File: config.mk
export PLATFORM = sky130hd
export DESIGN_NAME = rsa_priv_key_gen
export DESIGN_NICKNAME = d
export VERILOG_FILES = /design/src/rtl/rsa_pkg.sv /design/src/rtl/rsa_div_seq.sv /design/src/rtl/rsa_priv_key_gen.sv
export SDC_FILE = /design/constraint.sdc
export NUM_CORES = 1
export LEC_CHECK = 0
export CORE_MARGIN = 8
export CORE_UTILIZATION = 69
export CTS_BUF_LIST = sky130_fd_sc_hd__clkbuf_2
export CTS_CLUSTER_SIZE = 16
export DETAILED_ROUTE_END_ITERATION = 12
export GPL_ROUTABILITY_DRIVEN = 0
export PLACE_DENSITY_LB_ADDON = 0.05
export SYNTH_ARGS = -nofsm -noshare
export SYNTH_HDL_FRONTEND = slang
export SYNTH_SLANG_ARGS = --single-unit
File: constraint.sdc
create_clock -name clk -period 13.7 [get_ports clk]
set_input_delay 1.37 -clock clk [delete_from_list [all_inputs] [get_ports clk]]
set_output_delay 1.37 -clock clk [all_outputs]
set_load 0.02 [all_outputs]
File: src/rtl/rsa_pkg.sv
// Shared constants for the RSA key path: default datapath width, key bundle field widths
// and the private-exponent FSM state encoding.
package rsa_pkg;

  localparam int RSA_W     = 24;
  localparam int KEY_E_W   = RSA_W;
  localparam int KEY_TOT_W = RSA_W;
  localparam int KEY_N_W   = RSA_W;
  localparam int KEY_D_W   = RSA_W;

  typedef enum logic [2:0] {
    ST_IDLE  = 3'd0,
    ST_CHECK = 3'd1,
    ST_DIV   = 3'd2,
    ST_UPD   = 3'd3,
    ST_FIN   = 3'd4,
    ST_HOLD  = 3'd5
  } state_t;

endpackage

File: src/rtl/rsa_div_seq.sv
// Restoring divider, one quotient bit per cycle; done pulses W cycles after start.
// No backpressure: start is only issued while idle and results hold until the next start.
module rsa_div_seq
  import rsa_pkg::*;
#(
  parameter int W = RSA_W
) (
  input  logic         clk,
  input  logic         rst_n,
  input  logic         start,
  input  logic [W-1:0] dividend,
  input  logic [W-1:0] divisor,
  output logic [W-1:0] quotient,
  output logic [W-1:0] remainder,
  output logic         done
);

  localparam int CW = $clog2(W + 1);

  logic [W-1:0]  dvs;
  logic [CW-1:0] cnt;

  // quotient doubles as the dividend shift register; its MSB feeds the partial remainder
  function automatic logic [2*W-1:0] div_step(input logic [W-1:0] rem,
                                              input logic [W-1:0] quo,
                                              input logic [W-1:0] dv);
    logic [W:0] sh;
    logic       ge;
    sh = {rem, quo[W-1]};
    ge = (sh >= {1'b0, dv});
    if (ge) sh = sh - {1'b0, dv};
    return {sh[W-1:0], quo[W-2:0], ge};
  endfunction

  always_ff @(posedge clk or negedge rst_n) begin
    if (!rst_n) begin
      quotient  <= '0;
      remainder <= '0;
      dvs       <= '0;
      cnt       <= '0;
      done      <= 1'b0;
    end else begin
      done <= 1'b0;
      if (start) begin
        {remainder, quotient} <= div_step('0, dividend, divisor);
        dvs                   <= divisor;
        cnt                   <= CW'(W - 1);
      end else if (cnt != '0) begin
        {remainder, quotient} <= div_step(remainder, quotient, dvs);
        cnt                   <= cnt - CW'(1);
        done                  <= (cnt == CW'(1));
      end
    end
  end

endmodule

File: src/rtl/rsa_priv_key_gen.sv
// Computes d = e^-1 mod totient by extended Euclid; (W+3) cycles per iteration plus 3.
// Accepts one key only in IDLE; result is held until out_ready, then returns to IDLE.
module rsa_priv_key_gen
  import rsa_pkg::*;
#(
  parameter int W     = RSA_W,
  parameter int CNT_W = 6
) (
  input  logic         clk,
  input  logic         rst_n,
  input  logic         key_valid,
  output logic         key_ready,
  input  logic [W-1:0] key_e,
  input  logic [W-1:0] key_tot,
  input  logic [W-1:0] key_n,
  output logic         out_valid,
  input  logic         out_ready,
  output logic [W-1:0] out_d,
  output logic [W-1:0] out_n,
  output logic         out_err,
  output logic         busy
);

  state_t           state;
  logic [W-1:0]     r0, r1, qt;
  logic [W:0]       t0, t1;
  logic [CNT_W-1:0] iter;
  logic [W-1:0]     tot_q, n_q;
  logic             err;

  logic             div_start;
  logic [W-1:0]     div_quo, div_rem;
  logic             div_done;

  logic [W:0]       t_prod;
  logic [W-1:0]     d_pos;

  rsa_div_seq #(.W(W)) u_div (
    .clk      (clk),
    .rst_n    (rst_n),
    .start    (div_start),
    .dividend (r0),
    .divisor  (r1),
    .quotient (div_quo),
    .remainder(div_rem),
    .done     (div_done)
  );

  // t arithmetic wraps at W+1 bits; |t| <= totient keeps it exact
  assign t_prod = {1'b0, qt} * t1;
  assign d_pos  = t0[W] ? (t0[W-1:0] + tot_q) : t0[W-1:0];

  always_ff @(posedge clk or negedge rst_n) begin
    if (!rst_n) begin
      state     <= ST_IDLE;
      key_ready <= 1'b1;
      out_valid <= 1'b0;
      out_d     <= '0;
      out_n     <= '0;
      out_err   <= 1'b0;
      busy      <= 1'b0;
      r0        <= '0;
      r1        <= '0;
      qt        <= '0;
      t0        <= '0;
      t1        <= '0;
      iter      <= '0;
      tot_q     <= '0;
      n_q       <= '0;
      err       <= 1'b0;
      div_start <= 1'b0;
    end else begin
      div_start <= 1'b0;
      case (state)
        ST_IDLE: begin
          if (key_valid) begin
            r0        <= key_tot;
            r1        <= key_e;
            t0        <= '0;
            t1        <= (W+1)'(1);
            iter      <= '0;
            tot_q     <= key_tot;
            n_q       <= key_n;
            busy      <= 1'b1;
            key_ready <= 1'b0;
            if ((key_tot < W'(2)) || (key_e == '0)) begin
              err   <= 1'b1;
              state <= ST_FIN;
            end else begin
              err   <= 1'b0;
              state <= ST_CHECK;
            end
          end
        end
        ST_CHECK: begin
          if (r1 == '0) begin
            state <= ST_FIN;
          end else if (&iter) begin
            err   <= 1'b1;
            state <= ST_FIN;
          end else begin
            div_start <= 1'b1;
            state     <= ST_DIV;
          end
        end
        ST_DIV: begin
          if (div_done) begin
            qt    <= div_quo;
            state <= ST_UPD;
          end
        end
        ST_UPD: begin
          r0    <= r1;
          r1    <= div_rem;
          t0    <= t1;
          t1    <= t0 - t_prod;
          iter  <= iter + CNT_W'(1);
          state <= ST_CHECK;
        end
        ST_FIN: begin
          out_valid <= 1'b1;
          out_n     <= n_q;
          if (err || (r0 != W'(1))) begin
            out_err <= 1'b1;
            out_d   <= '0;
          end else begin
            out_err <= 1'b0;
            out_d   <= d_pos;
          end
          state <= ST_HOLD;
        end
        ST_HOLD: begin
          if (out_ready) begin
            out_valid <= 1'b0;
            busy      <= 1'b0;
            key_ready <= 1'b1;
            state     <= ST_IDLE;
          end
        end
        default: state <= ST_IDLE;
      endcase
    end
  end

endmodule

==> results of run 1 <==
==> through the flow <==
stage,utilization (%),std cells
2_1_floorplan,-,2902
3_3_place_gp,73.8,3422
3_5_place_dp,73.8,3422
4_1_cts,75.8,3570
5_1_grt,75.8,3571
6_report,75.8,3572
==> per-layer routing <==
layer,vias up,wire length (um),GRT usage (%)
met2,910,33200,51.7
li1,9511,-,-
met1,10378,27700,41.3
met5,-,15,0
met3,182,5670,6.89
met4,2,2540,12.9
==> final timing paths <==
path / start / endpoint / slack [ns] / cells past startpoint
min in group clk: n_q[18] / out_n[18] / 0.46 / 2
worst max register to register: t1[3] / t1[20] / 6.68 / 24
worst min-delay path: rst_n / r1[13] / 0.36 / 1
worst min register to register: n_q[18] / out_n[18] / 0.46 / 2
max in group asynchronous: rst_n / t0[5] / 11.11 / 3
worst max-delay path: t1[3] / t1[20] / 6.68 / 24
==> synth_stat cells (8+ instances only) <==
| master | number |
|---|---|
| o211ai_1 | 10 |
| inv_1 | 383 |
| o21ai_0 | 191 |
| o21bai_1 | 9 |
| a21boi_0 | 8 |
| fa_1 | 263 |
| o21a_1 | 11 |
| nor2_1 | 100 |
| buf_1 | 19 |
| nand4_1 | 9 |
| a21oi_1 | 87 |
| nor4_1 | 25 |
| xnor2_1 | 80 |
| mux2_2 | 26 |
| mux2i_1 | 53 |
| a211oi_1 | 8 |
| a21o_1 | 22 |
| ha_1 | 153 |
| nand2_1 | 566 |
| dfrtp_1 | 310 |
| and2_1 | 200 |
| nand3_1 | 57 |
| o22ai_1 | 25 |
| a31oi_1 | 11 |
| nor3_1 | 21 |
| o31ai_1 | 23 |
| nand2b_1 | 12 |
| clkbuf_1 | 112 |
| xor2_1 | 33 |
==> worst reg2reg max path: cells and delay by family, from the launching register on <==
family	cells	cell delay [ns]
adder cells (fa/ha/maj)	8	3.55
AND/OR/NAND/NOR	5	1.05
flip-flops	1	0.94
AO/OA/AOI/OAI	4	0.84
buffers and inverters	6	0.29
XOR/XNOR	1	0.16
==> logic make-up after synthesis <==
logic type               Yosys count  synth area share (%)
AND/OR/NAND/NOR                 1032                  18.2
flip-flops                       311                  29.9
buffers and inverters            518                  7.48
multiplexers                      79                  3.16
XOR/XNOR                         113                  3.80
AO/OA/AOI/OAI                    433                  9.86
adder cells (fa/ha/maj)          416                  27.6
==> power groups by stage <==
stage	Clock (uW)	Sequential [uW]	Combinational (uW)
2_1_floorplan	0	1540	3190
3_3_place_gp	0	1760	4030
3_5_place_dp	0	1770	4190
4_1_cts	661	1760	4220
5_1_grt	711	1810	4750
6_report	649	1780	4260
==> layout make-up <==
type                    count  area share, %
multi-input cells        2073           57.6
inverters                 384           5.09
clock inverters            31          0.516
diodes                      2         0.0177
clock buffers             117           2.07
well taps                 511           2.26
repair buffers            143           4.97
flip-flops and latches    311           27.5
==> results.json, run 1 <==
{
  "clock_skew_ns": 0.0993,
  "clk_latency_ns": 1.00,
  "tns_ns": 0,
  "grt_pass1_wl_um": 112000,
  "p_seq_share_pct": 26.6,
  "multi_input_area_um2": 16300,
  "post_dp_cell_area_um2": 27600,
  "synth_edf_count": 0,
  "tightest_slew_ns": 1.07,
  "critPathSlowestCell": "dfrtp_1",
  "crit_fanout": 24,
  "max_freq_mhz": 143,
  "power_uw": 6690,
  "seq_area_frac_synth_pct": 29.9,
  "synth_flop_cell": "dfrtp_1",
  "cts_resized": 0,
  "cellPowerDensity_nw_per_um2": 236,
  "maxSlewHeadroom_pct": 28.1,
  "core_um2": 37400,
  "clock_sinks": 311,
  "arrival_ns": 7.81,
  "synth_async_sr_flop_share_pct": 100,
  "drt-pass1-iter-count": 6,
  "path_cells": "nand2_1 -> fa_1 -> fa_1 -> inv_1 -> fa_1 -> inv_1 -> fa_1 -> inv_1 -> ha_1 -> inv_1 -> fa_1 -> inv_1 -> fa_1 -> inv_1 -> ha_1 -> nand2_1 -> nor3b_1 -> a2111oi_0 -> nor2_1 -> nor3_1 -> o21ai_0 -> a21oi_1 -> xor2_1 -> o21ai_0",
  "synth_area_leaders": "dfrtp_1 (30%), fa_1 (20%), nand2_1 (8.2%), ha_1 (7.4%), inv_1 (5.5%)",
  "leakage_uw": 0.0138,
  "worst-path-buf-inv": 6,
  "internal_power_uw": 3240,
  "vias": 20983,
  "htree_levels": 3,
  "syn_to_final_growth_pct": 8.89,
  "rows": 71,
  "seqCellArea_um2": 7780,
  "clockPowerShare_pct": 9.7,
  "status": "finished clean",
  "cp-end-kind": "register",
  "synth_fp_nets": 3394,
  "clockBufferDepth": 3,
  "initial_core_util_pct": 69.6,
  "grt_max_degree": 153,
  "grt_overflow_total": 0,
  "ys_ff_latch": 311,
  "ir_drop_mv": 0.205,
  "finalInstanceArea_um2": 28300,
  "finalCritPeriodShare_pct": 51.2,
  "holdBufCountCts": 0,
  "first_iter_violations": 1909,
  "clkSlewWorstSetupHoldPaths_ns": 0.10,
  "chipWidth_um": 210,
  "timing.final.hold_violations": 0,
  "period_needed_ns": 7.02,
  "viasPerCell": 5.87,
  "p_comb_share_pct": 63.7,
  "swShare_pct": 51.5,
  "net-switching-power_uw": 3450,
  "finalWorstSetupSlack_ns": 6.68,
  "mostFrequentLayoutCell": "nand2_1",
  "cts_inserted_buffers": 83,
  "holdWs_ns": 0.359,
  "grt_pass1_vias": 21676,
  "cts_root_buf": "clkbuf_2",
  "max_cap_violations": 0,
  "antenna_found_initial": 3,
  "place_ws_ns": 6.80,
  "route.detailed.drc": 0,
  "fillers": 2738,
  "die_h_um": 210,
  "critPathMaxStageDelay_ns": 0.94,
  "cp_data_required_time_ns": 14.50,
  "final_cell_mix": "nand2_1 (566), inv_1 (383), dfrtp_1 (309)",
  "syn_avg_cell_area_um2": 8.97,
  "wl_um": 69200,
  "finalNetCount": 3488,
  "yosys_warnings": 0,
  "post_drt_wl_per_cell_um": 19.4,
  "crit_type": "reg2reg",
  "setup_violations": 0,
  "port_buffers": 127,
  "slew_viol_final": 0,
  "reg_top3": "t0: 25 flops, t1: 25 flops",
  "synth_top_area_share_pct": 29.8,
  "syn_area_um2": 26000,
  "cp_top_family": "adder cells",
  "hpwlAfterDp_um": 52700,
  "cts_tree": "done",
  "drive_gt1_share_pct": 6.37,
  "synth_top_cell_by_area": "dfrtp_1",
  "hp-class": "in2async",
  "rsz0062_at_grt": "no",
  "start_kind": "register",
  "io_pins": 128,
  "synthCells": 2902,
  "yosysUniqueCellTypes": 65,
  "grt_use_total_pct": 31.8,
  "die_area_um2": 44200,
  "post_cts.repair.setup_buffers": 0,
  "drtAntennaViolNets": 0
}
Note: power is estimated with default switching activity, not from simulation.
==> inputs of run 2 (changes only) <==
- CORE_UTILIZATION: 69 -> 64
- clock period: 13.7 -> 7.3 ns (I/O delays scaled with it)
==> run 2 against run 1 <==
Effect of this change: register-to-register slack worse by 6.2 ns; sequential cell count unchanged; non-clock buffer count up 20; clock skew up 0.023 ns; clock power up 97%; fmax up 3.3%; largest cell class unchanged.
==> results.json, run 2 (same netlist as run 1, synthesis figures left out) <==
{
  "leakage_uw": 0.0139,
  "grt_use_total_pct": 30.6,
  "viasPerCell": 5.78,
  "cellPowerDensity_nw_per_um2": 444,
  "die_h_um": 218,
  "clkSlewWorstSetupHoldPaths_ns": 0.10,
  "clock_skew_ns": 0.123,
  "htree_levels": 3,
  "antenna_found_initial": 4,
  "clock_sinks": 311,
  "clockBufferDepth": 3,
  "post_drt_wl_per_cell_um": 19.7,
  "tightest_slew_ns": 1.05,
  "cp-startpoint": "t1[8]",
  "syn_to_final_growth_pct": 9.67,
  "cp-end-kind": "register",
  "finalCritPeriodShare_pct": 93.0,
  "period_needed_ns": 6.79,
  "io_pins": 128,
  "crit_fanout": 19,
  "clk_latency_ns": 1.09,
  "cts_resized": 0,
  "cts_inserted_buffers": 83,
  "drtAntennaViolNets": 0,
  "cts_tree": "done",
  "rsz0062_at_grt": "no",
  "maxSlewHeadroom_pct": 30.0,
  "drt-pass1-iter-count": 5,
  "setup_violations": 0,
  "grt_overflow_total": 0,
  "initial_core_util_pct": 64.3,
  "ir_drop_mv": 0.343,
  "max_freq_mhz": 147,
  "holdBufCountCts": 1,
  "placed_cells": 3462,
  "grt_pass1_wl_um": 115000,
  "slew_viol_final": 0,
  "die_area_um2": 47400,
  "post_cts.repair.setup_buffers": 0,
  "tns_ns": 0,
  "reg_top3": "t0: 25 flops, t1: 25 flops",
  "mostFrequentLayoutCell": "nand2_1",
  "status": "finished clean",
  "timing.final.hold_violations": 0,
  "hold_path.startpoint": "key_n[21]",
  "cts_root_buf": "clkbuf_2",
  "stdcell_count": 3610,
  "max_cap_violations": 0,
  "port_buffers": 127,
  "rows": 74,
  "hpwlAfterDp_um": 54000,
  "vias": 20863,
  "crit_type": "reg2reg",
  "start_kind": "register",
  "grt_max_degree": 147,
  "grt_pass1_vias": 21616,
  "core_um2": 40500,
  "finalNetCount": 3508,
  "first_iter_violations": 1911,
  "wl_um": 71000,
  "hp-class": "in2reg",
  "cp_data_required_time_ns": 8.23,
  "rr_startpoint": "t1[8]",
  "fin_util_pct": 70.6,
  "drive_gt1_share_pct": 7.03,
  "chipWidth_um": 218,
  "route.detailed.drc": 0,
  "arrival_ns": 7.72,
  "final_cell_mix": "nand2_1 (566), inv_1 (383), dfrtp_1 (309)"
}
run 2: cell type report:
cell class / count / area (um^2)
multi-input combinational: 2073 / 16300
fill: 3204 / 11900
sequential: 311 / 7780
timing repair buffer: 163 / 1560
inverter: 384 / 1440
tap: 532 / 666
clock buffer: 122 / 611
clock inverter: 19 / 135
antenna: 6 / 15.0
run 2: path summary, 6_finish.rpt:
kind | endpoint | slack [ns] | depth (start not counted)
min in group asynchronous | u_div.dvs[15] | 0.34 | 2
worst min-delay path | n_q[21] | 0.22 | 3
worst min register to register | u_div.quotient[7] | 0.41 | 2
worst max register to register | t1[20] | 0.51 | 24
max in group asynchronous | out_d[18] | 5.53 | 3
worst max-delay path | t1[20] | 0.51 | 24
run 2: metrics by stage:
step	cell area [um^2]	worst slack, ns	total power (uW)	hold slack, ns
floorplan	26000	1.03	8880	0.434
global placement	27800	0.692	11000	0.447
detailed placement	27800	0.514	11300	0.450
CTS	28500	0.588	12600	0.0988
global route	28500	0.171	13800	0.127
finish	28500	0.510	12700	0.218
run 2: metal layers:
layer	global-route usage [%]	vias up	share of wire, %
met5	0	-	0.015
met4	9.60	2	2.9
met3	6.45	144	7.6
met2	49.8	809	48
met1	40.7	10355	42
li1	-	9553	-
run 2: critical path: stages, from the launching register on:
cell       delay (ns)
dfrtp_1          0.80
nand2_1          0.20
fa_1             0.54
fa_1             0.51
inv_1            0.05
fa_1             0.47
inv_1            0.05
fa_1             0.50
inv_1            0.05
ha_1             0.26
inv_1            0.04
fa_1             0.47
inv_1            0.05
fa_1             0.53
inv_1            0.04
ha_1             0.36
nand2_1          0.15
nor3b_1          0.07
a2111oi_0        0.44
nor2_1           0.10
nor3_1           0.42
o21ai_0          0.14
a21oi_1          0.20
xor2_1           0.16
o21ai_0          0.09
run 2: where the power goes:
part / internal [uW] / switching [uW]
Sequential: 2410 / 839
Combinational: 3270 / 4890
Clock: 514 / 766
Total: 6190 / 6500
